**config.mk**
```make
export PLATFORM = sky130hd
export DESIGN_NAME = controlador_vga
export DESIGN_NICKNAME = d
export VERILOG_FILES = /design/src/rtl/controlador_vga.sv
export SDC_FILE = /design/constraint.sdc
export NUM_CORES = 1
export LEC_CHECK = 0
export CAP_MARGIN = 20
export CORE_ASPECT_RATIO = 0.75
export CORE_UTILIZATION = 40
export CTS_CLUSTER_SIZE = 24
export DETAILED_ROUTE_END_ITERATION = 8
export GPL_TIMING_DRIVEN = 0
export SYNTH_ARGS = -nofsm -noshare
export SYNTH_HDL_FRONTEND = slang
export SYNTH_SLANG_ARGS = --single-unit
```
**constraint.sdc**
```tcl
create_clock -name clk -period 4.46 [get_ports clk]
set_input_delay 0.892 -clock clk [delete_from_list [all_inputs] [get_ports clk]]
set_output_delay 0.892 -clock clk [all_outputs]
set_load 0.02 [all_outputs]
```
**src/rtl/controlador_vga.sv**
```systemverilog
// controlador_vga: VGA timing generator (640x480 @ 800x525 by default).
//
// Keeps a horizontal pixel counter h and a vertical line counter v and
// derives every output from them through one register stage, so all
// outputs move together on the same edge, one cycle after the counter
// state they describe.
//
// Ports
//   clk          in   pixel clock, rising edge
//   reset        in   synchronous, active-high
//   hsync        out  horizontal sync, level set by H_POL (0 = active-low)
//   vsync        out  vertical sync, level set by V_POL (0 = active-low)
//   disp_ena     out  high inside the visible area only
//   col [9:0]    out  visible column, 0 outside the visible area
//   row [8:0]    out  visible row, 0 outside the visible area
//   line_start   out  one-cycle pulse on the first pixel of each line
//   frame_start  out  one-cycle pulse on pixel (0,0) of each frame
module controlador_vga #(
  parameter int   H_VISIVEL = 640,
  parameter int   H_FP      = 16,
  parameter int   H_SYNC    = 96,
  parameter int   H_BP      = 48,
  parameter int   V_VISIVEL = 480,
  parameter int   V_FP      = 10,
  parameter int   V_SYNC    = 2,
  parameter int   V_BP      = 33,
  parameter logic H_POL     = 1'b0,
  parameter logic V_POL     = 1'b0
) (
  input  logic       clk,
  input  logic       reset,
  output logic       hsync,
  output logic       vsync,
  output logic       disp_ena,
  output logic [9:0] col,
  output logic [8:0] row,
  output logic       line_start,
  output logic       frame_start
);

  localparam int H_TOTAL = H_VISIVEL + H_FP + H_SYNC + H_BP;
  localparam int V_TOTAL = V_VISIVEL + V_FP + V_SYNC + V_BP;

  // Boundaries pre-sized to the 10-bit counters
  localparam logic [9:0] H_VIS_END  = 10'(H_VISIVEL);
  localparam logic [9:0] H_SYNC_BEG = 10'(H_VISIVEL + H_FP);
  localparam logic [9:0] H_SYNC_END = 10'(H_VISIVEL + H_FP + H_SYNC);
  localparam logic [9:0] H_LAST     = 10'(H_TOTAL - 1);
  localparam logic [9:0] V_VIS_END  = 10'(V_VISIVEL);
  localparam logic [9:0] V_SYNC_BEG = 10'(V_VISIVEL + V_FP);
  localparam logic [9:0] V_SYNC_END = 10'(V_VISIVEL + V_FP + V_SYNC);
  localparam logic [9:0] V_LAST     = 10'(V_TOTAL - 1);

  logic [9:0] h;
  logic [9:0] v;
  logic       visible;
  logic       h_sync_win;
  logic       v_sync_win;

  always_comb begin
    visible    = (h < H_VIS_END) && (v < V_VIS_END);
    h_sync_win = (h >= H_SYNC_BEG) && (h < H_SYNC_END);
    v_sync_win = (v >= V_SYNC_BEG) && (v < V_SYNC_END);
  end

  // Counters
  always_ff @(posedge clk) begin
    if (reset) begin
      h <= 10'd0;
      v <= 10'd0;
    end else if (h == H_LAST) begin
      h <= 10'd0;
      v <= (v == V_LAST) ? 10'd0 : v + 10'd1;
    end else begin
      h <= h + 10'd1;
    end
  end

  // Output register: describes the counter state of the previous cycle
  always_ff @(posedge clk) begin
    if (reset) begin
      hsync       <= ~H_POL;
      vsync       <= ~V_POL;
      disp_ena    <= 1'b0;
      col         <= 10'd0;
      row         <= 9'd0;
      line_start  <= 1'b0;
      frame_start <= 1'b0;
    end else begin
      hsync       <= h_sync_win ? H_POL : ~H_POL;
      vsync       <= v_sync_win ? V_POL : ~V_POL;
      disp_ena    <= visible;
      col         <= visible ? h : 10'd0;
      row         <= visible ? v[8:0] : 9'd0;
      line_start  <= (h == 10'd0);
      frame_start <= (h == 10'd0) && (v == 10'd0);
    end
  end

endmodule

```
==> flow_metrics.env, run 1 <==
export IMPL_status="finished clean"
export IMPL_synth_top_area_cell="dfxtp_1"
export IMPL_port_buffers=24
export IMPL_p_comb_share_pct=4.3
export IMPL_hold_violations=0
export IMPL_antenna_found_initial=0
export IMPL_min_period_over_period_pct=47.0
export IMPL_cts_buffers=5
export IMPL_clock_latency_ns=0.29
export IMPL_irDropWorstVdd_v=0.000148
export IMPL_min_path_type="register to register"
export IMPL_yosys_warnings=0
export IMPL_post_route_min_period_ns=2.10
export IMPL_fillCellCount=386
export IMPL_worstSetupPathType="register to output port"
export IMPL_fmax_ghz=0.477
export IMPL_seq_power_share_pct=58.5
export IMPL_worstPathCellList="clkdlybuf4s50_1"
export IMPL_finalMaxSlewViolations=0
export IMPL_cap_violations=0
export IMPL_tns_ns=0
export IMPL_cp_top_family="buffers and inverters"
export IMPL_cp_required_ns=3.57
export IMPL_syn_area_sq_mm=0.00170
export IMPL_synth_cell_types=33
export IMPL_whs_ns=0.490
export IMPL_path_max_fanout=1
export IMPL_cts_sinks=44
export IMPL_vias=1229
export IMPL_synth_cells=169
export IMPL_diodes=0
export IMPL_maxSlewHeadroom_pct=71.9
export IMPL_p_switching_uw=151
export IMPL_dr_first_iter_drc_count=134
export IMPL_cpPeakStageDelay_ns=0.60
export IMPL_coreArea_sq_mm=0.00405
export IMPL_internal_power_uw=537
export IMPL_setup_viol=0
export IMPL_worst_path_buf_inv=1
export IMPL_swShare_pct=21.9
export IMPL_dp_hpwl_microns=2200
export IMPL_initial_core_util_pct=42.0
export IMPL_drtPass1Iterations=4
export IMPL_antenna_left=0
export IMPL_syn_to_final_growth_pct=23.9
export IMPL_die_x_microns=77.3
export IMPL_fin_nets=206
export IMPL_fin_skew_ns=0.00283
export IMPL_end_kind="output port"
export IMPL_worst_pin_slew_ns=0.421
export IMPL_grt_pass1_wl_microns=5220
export IMPL_p_per_area_mw_per_mm2=326
export IMPL_cp_data_arrival_time_ns=1.20
export IMPL_ctsResizeCount=0
export IMPL_htree_levels=2
export IMPL_die_area_sq_mm=0.00452
export IMPL_grt_pass1_vias=1109
export IMPL_layout_setup_ws_ns=2.36
export IMPL_syn_area_per_cell_sq_um=10.1
export IMPL_rows=20
export IMPL_drc_errors=0
export IMPL_synth_top_area_share_pct=51.8
export IMPL_crit_path_top_delay_cell="clkdlybuf4s50_1"
export IMPL_synthesis_nets=175
export IMPL_grt_max_degree=15
export IMPL_synth_top_cells_by_area="dfxtp_1 (52%), and2_1 (7.0%), xor2_1 (4.1%), nor2_1 (3.3%), ha_1 (2.9%)"
export IMPL_cts_root_buf="clkbuf_8"
export IMPL_dp_cells=248
export IMPL_p_leak_nw=0.809
export IMPL_grt_usage_pct=15.0
export IMPL_fin_cells=256
export IMPL_via_per_inst=4.80
export IMPL_crit_path_start_kind="register"
export IMPL_drive_gt1_share_pct=12.4
export IMPL_io_pin_count=26
export IMPL_overflow=0
export IMPL_gp_congestion=0.824
export IMPL_rsz0062_at_grt="no"
export IMPL_cts_tree="yes"
export IMPL_post_place_ws_ns=2.64
export IMPL_die_h_microns=58.5
export IMPL_cts_hold_buf=0
export IMPL_pwr_share_clk_pct=37.2
export IMPL_cts_clk_slew_worst_paths_ns=0.08
export IMPL_yosysSeqAreaShare_pct=51.8
export IMPL_cts_setup_buffers=0
export IMPL_wl_microns=2980
export IMPL_cts_max_path_buffers=2
export IMPL_wire_per_inst_microns=11.6
export IMPL_ys_ff_latch=44
==> layer usage <==
metal,track usage (%),vias to the layer above,wire length (microns)
met5,0,-,0
met4,5.66,0,38
met3,4.34,4,202
met2,21.7,35,1190
met1,21.1,559,1550
li1,-,631,-
==> final cells by class <==
type | count | area [sq um] | area share [%]
clock buffers | 6 | 82.6 | 3.92
plain buffers | 7 | 58.8 | 2.79
inverters | 5 | 18.8 | 0.890
flip-flops and latches | 44 | 881 | 41.8
well taps | 55 | 68.8 | 3.26
multi-input cells | 113 | 743 | 35.3
clock inverters | 2 | 15.0 | 0.712
repair buffers | 24 | 240 | 11.4
==> stage by stage <==
stage | util [%] | power (mW) | instance area [sq um]
after floorplan | - | 0.430 | 1700
after global placement | 49.6 | 0.441 | 2010
after detailed placement | 49.6 | 0.442 | 2010
after CTS | 52.0 | 0.695 | 2110
after global routing | 52.0 | 0.717 | 2110
final | 52.0 | 0.688 | 2110
==> sequential cells by signal, indices dropped and copies added (netlist names) <==
| signal | count |
|---|---|
| h | 10 |
| row | 9 |
| vsync | 1 |
| line_start | 1 |
| hsync | 1 |
| col | 10 |
| v | 10 |
| disp_ena | 1 |
| frame_start | 1 |
==> cells in the final DEF (no fill, tap or decap), drive strengths merged <==
master and n:
nor4b 1, nor4 3, and4 6, xor2 8, buf 5, o21bai 1
and2 21, nor2 15, or3 5, and3 6, nand2 9, dfxtp 44
ha 4, nand2b 1, clkdlybuf4s50 24, o21ai 6, nand4 7, inv 5
nor3 3, clkbuf 8, a21oi 6, xnor2 4, nor2b 2, nand3 5
clkinvlp 2
==> final timing paths <==
path / startpoint / to / slack, ns / depth (start not counted)
setup reg to reg: h[0]$_SDFF_PP0_ / v[0]$_SDFFE_PP0N_ / 2.69 / 6
hold reg to reg: h[0]$_SDFF_PP0_ / h[0]$_SDFF_PP0_ / 0.49 / 1
setup / recovery: row[5]$_SDFF_PP0_ / row[5] / 2.36 / 1
hold / removal: h[0]$_SDFF_PP0_ / h[0]$_SDFF_PP0_ / 0.49 / 1
==> kinds of logic after synthesis <==
family / after synthesis / synth area share, %
xor+xnor: 12 / 6.18
buf+inv: 12 / 4.56
simple gates: 84 / 30.1
flops: 44 / 51.8
compound gates: 13 / 4.41
fa+ha+maj: 4 / 2.94
==> Yosys cell counts <==
cell type,count
a21oi_1,5
a21oi_2,1
and2_1,19
and2_2,2
and3_1,4
and3_2,2
and4_1,4
and4_2,2
buf_2,1
buf_4,1
buf_6,2
buf_8,1
clkbuf_1,1
clkbuf_2,1
dfxtp_1,44
ha_1,4
inv_1,5
nand2_1,9
nand2b_1,1
nand3_1,5
nand4_1,6
nand4_4,1
nor2_1,15
nor2b_1,2
nor3_1,2
nor3_4,1
nor4_1,3
nor4b_2,1
o21ai_0,6
o21bai_2,1
or3_1,5
xnor2_1,4
xor2_1,8
==> power by group through the flow <==
stage | clock network (mW) | registers (mW) | logic [mW]
after floorplan | 0 | 0.416 | 0.0137
after global placement | 0 | 0.412 | 0.0296
after detailed placement | 0 | 0.412 | 0.0301
after CTS | 0.262 | 0.403 | 0.0302
after global routing | 0.281 | 0.404 | 0.0326
final | 0.256 | 0.402 | 0.0296
Power figures use the tool's default switching activity.
==> run 2, diff against run 1 <==
==> constraint.sdc (replaced) <==
create_clock -name clk -period 2.02 [get_ports clk]
set_input_delay 0.404 -clock clk [delete_from_list [all_inputs] [get_ports clk]]
set_output_delay 0.404 -clock clk [all_outputs]
set_load 0.02 [all_outputs]
==> results of run 2 <==
Same layout as run 1 (identical final DEF). Status: finished clean.
Main changes from that run: setup slack after placement 2.64 ns -> 0.254 ns; setup slack after layout 2.36 ns -> 0.246 ns; hold slack 0.490 ns -> 0.301 ns; start point of the critical path row[5]$_SDFF_PP0_ -> h[0]$_SDFF_PP0_; end point of the critical path row[5] -> v[0]$_SDFFE_PP0N_; register-to-register setup slack 2.69 ns -> 0.25 ns; end point of the worst hold path h[0]$_SDFF_PP0_ -> h[2]$_SDFF_PP0_; total power 0.688 mW -> 1.52 mW; worst IR drop on VDD 0.000148 V -> 0.000327 V
